$ cat src/rtl/exu_alu_sched.sv
// Shares one fixed-latency ALU between two issue slots and buffers its results.
// Slot 0 wins ties unless slot 1 has been starved; a 2-entry buffer feeds writeback.
module exu_alu_sched #(
   parameter int DW         = 32,
   parameter int TW         = 4,
   parameter int STARVE_LIM = 3
) (
   input  logic          clk,
   input  logic          rst,
   input  logic          flush,
   input  logic          freeze,
   input  logic          req0_valid,
   input  logic [TW-1:0] req0_tag,
   output logic          req0_ready,
   input  logic          req1_valid,
   input  logic [TW-1:0] req1_tag,
   output logic          req1_ready,
   output logic          alu_valid,
   output logic          alu_sel,
   input  logic [DW-1:0] alu_out,
   input  logic          alu_flush_upper,
   output logic          res_valid,
   input  logic          res_ready,
   output logic [DW-1:0] res_data,
   output logic [TW-1:0] res_tag,
   output logic          res_src,
   output logic          res_misp,
   output logic          busy
);

   localparam int SCW = (STARVE_LIM < 1) ? 1 : $clog2(STARVE_LIM + 1);

   typedef struct packed {
      logic [DW-1:0] data;
      logic [TW-1:0] tag;
      logic          src;
      logic          misp;
   } entry_t;

   entry_t          buf_mem [2];
   entry_t          head;
   logic            wr_ptr;
   logic            rd_ptr;
   logic [1:0]      count;
   logic            inflight_q;
   logic [TW-1:0]   inflight_tag_q;
   logic            inflight_src_q;
   logic [SCW-1:0]  starve_cnt;

   logic            pop;
   logic            push;
   logic            kill;
   logic [2:0]      occupancy;
   logic            credit_ok;
   logic            grant_en;
   logic            starved;
   logic            grant0;
   logic            grant1;

   assign res_valid = (count != 2'd0);
   assign pop       = res_valid & res_ready & ~freeze;
   assign push      = inflight_q;
   assign kill      = inflight_q & alu_flush_upper;

   // Entries that will be held once this cycle settles; the in-flight op
   // always lands next cycle, so a new issue needs room for both.
   assign occupancy = {1'b0, count} + {2'b00, inflight_q} - {2'b00, pop};
   assign credit_ok = (occupancy <= 3'd1);

   // A resolving mispredict squashes both slots, which are younger than it.
   assign grant_en  = ~rst & ~flush & ~freeze & credit_ok & ~kill;
   assign starved   = (starve_cnt == SCW'(STARVE_LIM));
   assign grant0    = grant_en & req0_valid & ~(req1_valid & starved);
   assign grant1    = grant_en & req1_valid & (~req0_valid | starved);

   assign req0_ready = grant0;
   assign req1_ready = grant1;
   assign alu_valid  = grant0 | grant1;
   assign alu_sel    = grant1;

   // NOTE: sequential state uses non-blocking assignments so every flop samples
   // the pre-edge values regardless of statement order.
   always_ff @(posedge clk) begin
      if (rst || flush) begin
         inflight_q <= 1'b0;
         count      <= 2'd0;
         wr_ptr     <= 1'b0;
         rd_ptr     <= 1'b0;
         starve_cnt <= '0;
      end else begin
         inflight_q <= grant0 | grant1;
         count      <= count + {1'b0, push} - {1'b0, pop};
         if (push) wr_ptr <= ~wr_ptr;
         if (pop)  rd_ptr <= ~rd_ptr;
         if (grant1)
            starve_cnt <= '0;
         else if (req1_valid && !starved)
            starve_cnt <= starve_cnt + 1'b1;
      end
   end

   // NOTE: payload storage has no reset; count and inflight_q gate every use,
   // so stale contents are never observed and the RAM stays reset-free.
   always_ff @(posedge clk) begin
      if (grant0 || grant1) begin
         inflight_tag_q <= grant1 ? req1_tag : req0_tag;
         inflight_src_q <= grant1;
      end
      if (push && !flush && !rst)
         buf_mem[wr_ptr] <= '{data: alu_out, tag: inflight_tag_q,
                              src: inflight_src_q, misp: alu_flush_upper};
   end

   assign head     = buf_mem[rd_ptr];
   assign res_data = head.data;
   assign res_tag  = head.tag;
   assign res_src  = head.src;
   assign res_misp = head.misp;
   assign busy     = inflight_q | (count != 2'd0);

endmodule
$ cat config.mk
export PLATFORM = sky130hd
export DESIGN_NAME = exu_alu_sched
export DESIGN_NICKNAME = d
export VERILOG_FILES = /design/src/rtl/exu_alu_sched.sv
export SDC_FILE = /design/constraint.sdc
export NUM_CORES = 1
export LEC_CHECK = 0
export ABC_AREA = 1
export BUFFER_PORTS_ARGS = -buffer_cell sky130_fd_sc_hd__buf_2
export CORE_ASPECT_RATIO = 1.25
export CORE_MARGIN = 2
export CORE_UTILIZATION = 47
export DETAILED_ROUTE_END_ITERATION = 10
export PLACE_DENSITY = 0.85
export SYNTH_ARGS = -nofsm -noshare
export SYNTH_HDL_FRONTEND = slang
export SYNTH_SLANG_ARGS = --single-unit
$ cat constraint.sdc
create_clock -name clk -period 3.9 [get_ports clk]
set_input_delay 0.39 -clock clk [delete_from_list [all_inputs] [get_ports clk]]
set_output_delay 0.39 -clock clk [all_outputs]
set_load 0.01 [all_outputs]
==> flow_summary.ini, run 1 <==
[setup_path]
worstSetupStartpointType = register
crit_required_ps = 3510
critPathArrivalTime_ps = 2890
critical-path-top-delay-family = simple AND/OR/NAND/NOR gates
cpPeakStageDelay_ps = 460
cp-end-kind = primary output
path_common_cell = nand2_1
cp_num_buf_inv = 3
r2r_cells = 13
critPathKind = reg -> out
timing.rr.end = inflight_tag_q[3]
ff2ff_setup_slack_ps = 1220
r2r_start = count[1]
cp_max_fo = 6
path_cells = nor2_1 > inv_1 > nand2_1 > nor2_2 > ha_1 > inv_1 > ha_1 > fa_1 > nor2_1 > nand2_2 > nor2_4 > nand2_1 > nand2_1 > buf_2
slowest_stage = fa_1

[die]
row_count = 35
start_util_pct = 48.0
die_w_um = 81.3
die_y_um = 101
fp.coreArea_sq_um = 7310
dieArea_sq_um = 8190
io_pins = 92

[timing]
finalHoldViolations = 0
grt_setup_unrepaired = no
fin_setup_tns_ps = 0
min_period_ps = 3280
fin_skew_ps = 5.63
setup_viol = 0
slew_headroom_pct = 26.2
drv_slew = 0
min_period_over_period_pct = 84.2
fin_ws_ps = 616
tightest_slew_ps = 1100
fmax_mhz = 305

[placement]
portBuffers = 91
preCtsSetupSlack_ps = 975
gp_congestion = 0.691
dp.final_hpwl_mm = 3.79

[synthesis]
syn_nets = 252
syn_area_sq_um = 3510
ys_ff_latch = 89
yosysWarnings = 0
postSynthAreaPerCell_sq_um = 17.6
synth_cells = 200
ys_types = 25
synth_seq_area_share_pct = 73.8

[routing]
wl_mm = 5.40
via_per_inst = 4.80
drt-initial-drc-count = 66
wl_per_cell_um = 13.6
vias = 1901
ant_nets = 0
drt_pre_antenna_iters = 5
route.detailed.drc = 0

[clock_network]
postCtsSetupRepairBufs = 0
cts-resized-gates = 0
cts_tree = done
cts.sinks = 89
clockBufferDepth = 2
htreeDepth = 3
clock_latency_ps = 340
numCtsBuffers = 9
cts.clk_slew.worst_paths_ps = 90
root_buffer = clkbuf_8
cts_hold_buf = 0

[layout]
final_common_cell = buf_2
num_antenna_cells = 0
drive_above_1_share_pct = 53.3
layout_common_cells = buf_2 (91), edfxtp_1 (81), nand2_1 (21), mux2_4 (20), mux2_2 (18)
area_growth_pct = 21.5
fill_cells = 548
fin_nets = 351

[status]
status = finished clean

[hold_path]
hold_path_depth = 1
hp-class = in -> reg
worstHoldStart = alu_out[8]
holdPathEnd = buf_mem[0][14]

[pwr]
clockPowerShare_pct = 35.7
p_int_mw = 1.38
power.leakage_nw = 1.70
power_density_nw_per_um2 = 408
pwr-share-seq_pct = 60.3
share_comb_of_total_power_pct = 4.0
power.switching_mw = 0.356
ir_worst_vdd_mv = 0.264
swShare_pct = 20.4

[grt]
grt_max_degree = 39
grt_first_pass_wirelength_mm = 8.39
grt_pass1_vias = 1938
track_usage_pct = 14.0
grt-ovfl-total = 0
antenna_found_initial = 0

[run]
maxCapViolCount = 0
## through the flow
step / power, mW / area [sq um] / std cells / utilization, % / hold slack, ps
after floorplan: 1.10 / 3510 / 200 / - / 421
after global placement: 1.14 / 4070 / 380 / 55.6 / 422
after detailed placement: 1.14 / 4070 / 380 / 55.6 / 433
after CTS: 1.76 / 4270 / 396 / 58.4 / 205
after global routing: 1.80 / 4270 / 396 / 58.4 / 205
final: 1.74 / 4270 / 396 / 58.4 / 227
## layout make-up
class / instances / area [sq um] / share of cell area [%]
Sequential cell: 89 / 2590 / 60.8
Multi-Input combinational cell: 91 / 831 / 19.5
Timing Repair Buffer: 93 / 470 / 11.0
Clock buffer: 10 / 128 / 2.99
Tap cell: 92 / 115 / 2.70
Clock inverter: 6 / 73.8 / 1.73
Inverter: 15 / 56.3 / 1.32
## cell families (layout without fill, tap and decap cells)
| group | Yosys count | after routing | synth area share (%) |
|---|---|---|---|
| AO/OA/AOI/OAI | 3 | 3 | 0.712 |
| adder cells (fa/ha/maj) | 4 | 4 | 1.64 |
| flip-flops | 89 | 89 | 73.8 |
| buffers and inverters | 20 | 124 | 2.92 |
| multiplexers | 38 | 38 | 14.3 |
| AND/OR/NAND/NOR | 45 | 45 | 6.37 |
| XOR/XNOR | 1 | 1 | 0.249 |
## cells in the mapped netlist
library cell,n,share of area [%]
a21boi_2,1,0.32
a21oi_1,1,0.14
buf_2,1,0.14
buf_4,1,0.21
buf_6,3,0.96
dfxtp_1,8,4.6
edfxtp_1,81,69
fa_1,1,0.57
ha_1,3,1.1
inv_1,13,1.4
inv_2,2,0.21
mux2_2,18,5.8
mux2_4,20,8.5
nand2_1,21,2.2
nand2_2,2,0.36
nand2_4,1,0.32
nand3_1,4,0.57
nand3_2,1,0.28
nor2_1,10,1.1
nor2_2,1,0.18
nor2_4,3,0.96
nor3_1,1,0.14
o21ai_2,1,0.25
or2_4,1,0.25
xor2_1,1,0.25
## sequential cells by signal (all words and copies together), names as in the netlist, named ones only
register	flops
starve_cnt	2
inflight_tag_q	4
rd_ptr	1
wr_ptr	1
count	2
inflight_q	1
buf_mem	76
inflight_src_q	1
## worst max-delay path by stage
stage	start	end	cells after the start
finish	count[1]	alu_valid	14
global route	count[1]	alu_valid	14
CTS	count[1]	alu_valid	14
detailed placement	count[1]	alu_valid	14
global placement	count[1]	alu_valid	14
floorplan	flush	buf_mem[1][0]	3
## worst reg2reg max path, delay by kind of cell (launching register included)
kind | cells | cell delay (ps)
adder cells (fa/ha/maj) | 3 | 920
flip-flops | 1 | 340
buffers and inverters | 2 | 120
AND/OR/NAND/NOR | 8 | 1010
## routing by layer
metal  part of all wire [%]  GRT usage, %  vias to the layer above
met2                     55          25.5                       70
met5                      0             0                        -
met1                     37          13.9                      898
met4                    2.4          8.47                        0
met3                    5.9          3.32                       13
li1                       -             -                      920
## power by group through the flow
| stage | Clock (mW) | Sequential, mW | Combinational [mW] |
|---|---|---|---|
| 4_1_cts | 0.642 | 1.05 | 0.0714 |
| 6_report | 0.621 | 1.05 | 0.0704 |
| 3_3_place_gp | 0 | 1.07 | 0.0674 |
| 5_1_grt | 0.676 | 1.05 | 0.0789 |
| 2_1_floorplan | 0 | 1.07 | 0.0316 |
| 3_5_place_dp | 0 | 1.07 | 0.0711 |
Note: power is estimated with default switching activity, not from simulation.
==> run 2: changes to the inputs <==
- CORE_UTILIZATION: 47 -> 52
- PLACE_DENSITY: 0.85 -> 0.89
- clock period: 3.9 -> 3.2 ns (I/O delays scaled with it)
==> run 2 against run 1 <==
Against the previous run:
- non-clock buffer count is 2 higher
- routed wire length is 0.26% higher
- clock skew is 1.3 ps higher
- first-iteration DRC count is 33% higher
- sequential power is 22% higher
- clock power is 32% higher
- power is 26% higher
- critical endpoint unchanged
- largest cell class unchanged
==> flow_summary.ini, run 2 (synthesis gave the netlist of run 1 again) <==
[status]
status = finished clean

[grt]
grt_pass1_vias = 1788
grt-ovfl-total = 0
track_usage_pct = 14.9
grt_max_degree = 39
antenna_found_initial = 0
grt_first_pass_wirelength_mm = 8.24

[routing]
drt-initial-drc-count = 88
wl_mm = 5.41
vias = 1898
wl_per_cell_um = 13.8
ant_nets = 0
via_per_inst = 4.83
route.detailed.drc = 0
drt_pre_antenna_iters = 4

[die]
die_w_um = 77.5
start_util_pct = 53.5
fp.coreArea_sq_um = 6570
row_count = 33
dieArea_sq_um = 7430
die_y_um = 95.9
io_pins = 92

[layout]
largest_register = buf_mem
area_growth_pct = 22.6
reg.largest.list = buf_mem: 76 flops, inflight_tag_q: 4 flops
final_common_cell = buf_2
fin_nets = 353
num_antenna_cells = 0
fin_area_sq_um = 4310
drive_above_1_share_pct = 53.9
layout_common_cells = buf_2 (91), edfxtp_1 (81), nand2_1 (20), mux2_4 (20), mux2_2 (18)
final_util_pct = 65.6
largest_reg_flops = 76

[clock_network]
clock_latency_ps = 350
htreeDepth = 3
cts_tree = done
cts.clk_slew.worst_paths_ps = 90
cts.sinks = 89
clockBufferDepth = 2
numCtsBuffers = 9
root_buffer = clkbuf_8

[setup_path]
ff2ff_setup_slack_ps = 650
critPathKind = reg -> out
crit_required_ps = 2880
path_cells = nor2_1 > inv_1 > nand2_1 > nor2_2 > ha_1 > inv_1 > ha_1 > fa_1 > nor2_1 > nand2_2 > nor2_4 > nand2_1 > nand2_4 > buf_2
cp_max_fo = 6
critPathArrivalTime_ps = 2750
r2r_start = count[1]
worstSetupStartpointType = register
timing.rr.end = inflight_tag_q[0]
cp-end-kind = primary output
cpPeakStageDelay_ps = 460
r2r_cells = 13
slowest_stage = fa_1

[hold_path]
hold_path_depth = 1
holdPathEnd = buf_mem[0][13]
worstHoldStart = alu_out[7]
hp-class = in -> reg

[pwr]
total_power_mw = 2.19
share_comb_of_total_power_pct = 4.1
p_int_mw = 1.76
ir_worst_vdd_mv = 0.332
pwr-share-seq_pct = 58.4
power_density_nw_per_um2 = 507
power.switching_mw = 0.425
swShare_pct = 19.5
power.leakage_nw = 1.72
clockPowerShare_pct = 37.5

[timing]
fin_setup_tns_ps = 0
slew_headroom_pct = 59.8
min_period_over_period_pct = 96.0
tightest_slew_ps = 603
drv_slew = 0
min_period_ps = 3070
grt_setup_unrepaired = no
fin_ws_ps = 127
setup_viol = 0
fin_skew_ps = 6.97
finalHoldViolations = 0
fmax_mhz = 325

[placement]
gp_congestion = 0.689
dp.final_hpwl_mm = 3.73
preCtsSetupSlack_ps = 339
place_area_sq_um = 4070
portBuffers = 91

[run]
maxCapViolCount = 0
[run 2: cell types whose count changed in the layout (fill, tap and decap cells not counted), sizes merged]
| cell | change |
|---|---|
| clkinvlp | +2 |
| bufinv | +1 |
| clkinv | -1 |
| buf | +2 |
| inv | -2 |
[run 2: through the flow]
| step | std cells | hold WS (ps) |
|---|---|---|
| after floorplan | 200 | 419 |
| after global placement | 376 | 422 |
| after detailed placement | 376 | 441 |
| after CTS | 392 | 140 |
| after global routing | 393 | 126 |
| final | 393 | 155 |
[run 2: what timing repair did]
item,CTS,global route
hold buffers,0,0
endpoints found under the hold margin,0,0
pin swaps,0,2
endpoints found under the setup margin,1,1
setup buffers,0,1
resized for setup,1,1
[run 2: final cells by class]
class,count,area [sq um]
clock buffer,10,128
clock inverter,6,91.3
fill,467,2260
inverter,15,56.3
multi-input combinational,91,845
sequential,89,2590
tap,87,109
timing repair buffer,95,485
[run 2: power groups by stage]
stage	registers, mW	logic [mW]	clock network, mW
2_1_floorplan	1.30	0.0388	0
3_3_place_gp	1.30	0.0834	0
3_5_place_dp	1.30	0.0889	0
4_1_cts	1.28	0.0892	0.841
5_1_grt	1.28	0.0985	0.885
6_report	1.28	0.0889	0.819
[run 2: worst max path at each step]
stage / start / endpoint / cells after the start
3_3_place_gp: count[1] / alu_valid / 14
3_5_place_dp: count[1] / alu_valid / 14
5_1_grt: count[1] / alu_valid / 14
4_1_cts: count[1] / alu_valid / 14
2_1_floorplan: flush / buf_mem[0][0] / 3
6_report: count[1] / alu_valid / 14
[run 2: worst max-delay path, delay by kind of cell, from the launching register on]
family,cells,cell delay (ps)
flip-flops,1,340
adder cells (fa/ha/maj),3,910
buffers and inverters,3,250
AND/OR/NAND/NOR,8,920
[run 2: layer usage]
layer / global-route usage, % / share of wire (%) / up-vias / routed length (um)
met1: 17.0 / 41 / 899 / 2220
met5: 0 / 0 / - / 0
met3: 4.78 / 5.9 / 10 / 319
li1: - / - / 920 / -
met4: 8.04 / 2.1 / 0 / 112
met2: 25.2 / 51 / 69 / 2760
==> run 3: changes to the inputs <==
- ABC_AREA: 1 -> default
- CAP_MARGIN: default -> 20
- CORE_UTILIZATION: 52 -> 51
- PLACE_DENSITY: 0.89 -> 0.88
- SKIP_CTS_REPAIR_TIMING: default -> 1
==> run 3 against run 2 <==
Against the previous run:
- hold slack better by 2.8 ps
- combinational power decreased by 11%
- via count shrank 3.1%
- register-to-register slack got worse by 440 ps
- sequential power hardly changed
- die area down 2.6%
- power down 2.7%
- core utilization fell by 0.68 points
- critical path type unchanged
- largest cell class unchanged
==> flow_summary.ini, run 3 <==
[clock_network]
cts.clk_slew.worst_paths_ps = 80
clock_latency_ps = 340
cts.sinks = 89
root_buffer = clkbuf_8
htreeDepth = 3
clockBufferDepth = 2
numCtsBuffers = 9
cts_tree = done

[synthesis]
ys_types = 23
synth_seq_area_share_pct = 77.4
synth_area_leaders = edfxtp_1 (73%), mux2_2 (14%), dfxtp_1 (4.8%)
synth-edff-count = 81
syn_nets = 226
ys_top_cells_by_count = edfxtp_1 (81), mux2_2 (42), dfxtp_1 (8), inv_1 (6), nor2_1 (6)
synth_top_area_share_pct = 72.6
ys.flop_type = edfxtp_1
yosysMostFrequentCell = edfxtp_1
syn_area_sq_um = 3350
synth_top_area_cell = edfxtp_1
yosysWarnings = 0
ys_ff_latch = 89
postSynthAreaPerCell_sq_um = 19.3
async_reset_ff_share_pct = 0
synth_cells = 174

[routing]
via_per_inst = 4.97
route.detailed.drc = 0
ant_nets = 0
vias = 1840
drt-initial-drc-count = 96
wl_per_cell_um = 15.1
wl_mm = 5.59
drt_pre_antenna_iters = 4

[layout]
fill_cells = 490
final_common_cell = buf_2
seq_area_sq_um = 2590
drive_above_1_share_pct = 57.2
largest_reg_flops = 76
largest_register = buf_mem
num_antenna_cells = 0
layout_common_cells = buf_2 (91), edfxtp_1 (81), mux2_2 (42), clkbuf_8 (11), buf_4 (7)
fin_nets = 330
area_growth_pct = 24.8
multiInputGateArea_sq_um = 734
reg.largest.list = buf_mem: 76 flops, inflight_tag_q: 4 flops

[pwr]
power_density_nw_per_um2 = 509
total_power_mw = 2.13
ir_worst_vdd_mv = 0.463
power.leakage_nw = 1.58

[timing]
tightest_slew_ps = 884
setup_viol = 0
slew_headroom_pct = 41.1
min_period_over_period_pct = 97.0
finalHoldViolations = 0
timing.hold.ws_ps = 158
fmax_mhz = 322
drv_slew = 0
fin_skew_ps = 7.25
min_period_ps = 3100

[die]
fp.coreArea_sq_um = 6440
row_count = 33
dieArea_sq_um = 7240
die_y_um = 94.6
io_pins = 92
start_util_pct = 52.0
die_w_um = 76.5

[setup_path]
r2r_start = count[0]
crit_end = req1_ready
cp-end-kind = primary output
slowest_stage = fa_1
r2r_cells = 11
worstSetupStartpointType = register
critPathArrivalTime_ps = 2780
cp_max_fo = 7
cpPeakStageDelay_ps = 430
ff2ff_setup_slack_ps = 210
timing.rr.end = inflight_tag_q[1]
path_cells = nor2_1 > nor3b_2 > ha_1 > inv_1 > ha_1 > fa_1 > nor2_1 > nand4_2 > nor2_4 > buf_2
critPathKind = reg -> out
crit_required_ps = 2880
crit_start = count[0]

[run]
maxCapViolCount = 0

[grt]
grtUsageMet1_pct = 17.0
met2_usage_pct = 28.6
grt_first_pass_wirelength_mm = 8.60
grt_pass1_vias = 1858
track_usage_pct = 16.0
grt_busiest_layer = met2
grt_max_degree = 39
antenna_found_initial = 0
grt-ovfl-total = 0
use_met3_pct = 6.21

[status]
status = finished clean

[hold_path]
hp-class = in -> reg

[placement]
gp_congestion = 0.752
dp.final_hpwl_mm = 3.68
portBuffers = 91
-- run 3: worst min path at each step --
stage                                 start        endpoint  slack (ps)  cells after the start
final                           alu_out[21]  buf_mem[1][27]         160                      1
after global routing            alu_out[21]  buf_mem[0][27]         130                      1
after CTS                       alu_out[21]  buf_mem[1][27]         140                      1
after detailed placement  inflight_tag_q[0]   buf_mem[0][2]         430                      0
after global placement    inflight_tag_q[0]   buf_mem[0][2]         420                      0
after floorplan                       flush   starve_cnt[0]         400                      1
-- run 3: metrics by stage --
step | utilization (%) | cell area [sq um] | instances | setup slack, ps | TNS, ps
finish | 64.9 | 4180 | 370 | 95.2 | 0
CTS | 64.2 | 4130 | 365 | 31.7 | 0
detailed placement | 60.9 | 3920 | 349 | 288 | 0
global route | 64.9 | 4180 | 370 | -43.1 | -99.2
global placement | 60.9 | 3920 | 349 | 414 | 0
floorplan | - | 3360 | 174 | 117 | 0
-- run 3: layer usage --
| metal | vias up | wire (um) |
|---|---|---|
| li1 | 873 | - |
| met1 | 893 | 2110 |
| met2 | 63 | 3030 |
| met3 | 11 | 350 |
| met4 | 0 | 99 |
| met5 | - | 0 |
-- run 3: critical path: cells and delay by family (launching register included) --
kind                     cells  cell delay (ps)
AND/OR/NAND/NOR              5              960
adder cells (fa/ha/maj)      3              890
flip-flops                   1              350
buffers and inverters        2              240
-- run 3: kinds of logic (layout without fill, tap and decap cells) --
logic type / after synthesis / after routing / share of synthesized area (%)
compound gates: 2 / 2 / 0.373
xor+xnor: 4 / 4 / 1.05
fa+ha+maj: 4 / 4 / 1.72
buf+inv: 11 / 120 / 1.49
flops: 89 / 89 / 77.4
mux: 43 / 43 / 14.4
simple gates: 21 / 21 / 3.58
-- run 3: cell type report --
class	instances	area share (%)
Inverter	6	0.538
Multi-Input combinational cell	74	17.6
Sequential cell	89	62.0
Clock inverter	1	0.120
Timing Repair Buffer	98	12.1
Tap cell	87	2.60
Clock buffer	15	5.00
-- run 3: where the power goes --
part,switching [mW],internal [mW],total [mW]
Clock,0.350,0.419,0.769
Combinational,0.0391,0.0402,0.0792
Sequential,0.00445,1.27,1.28
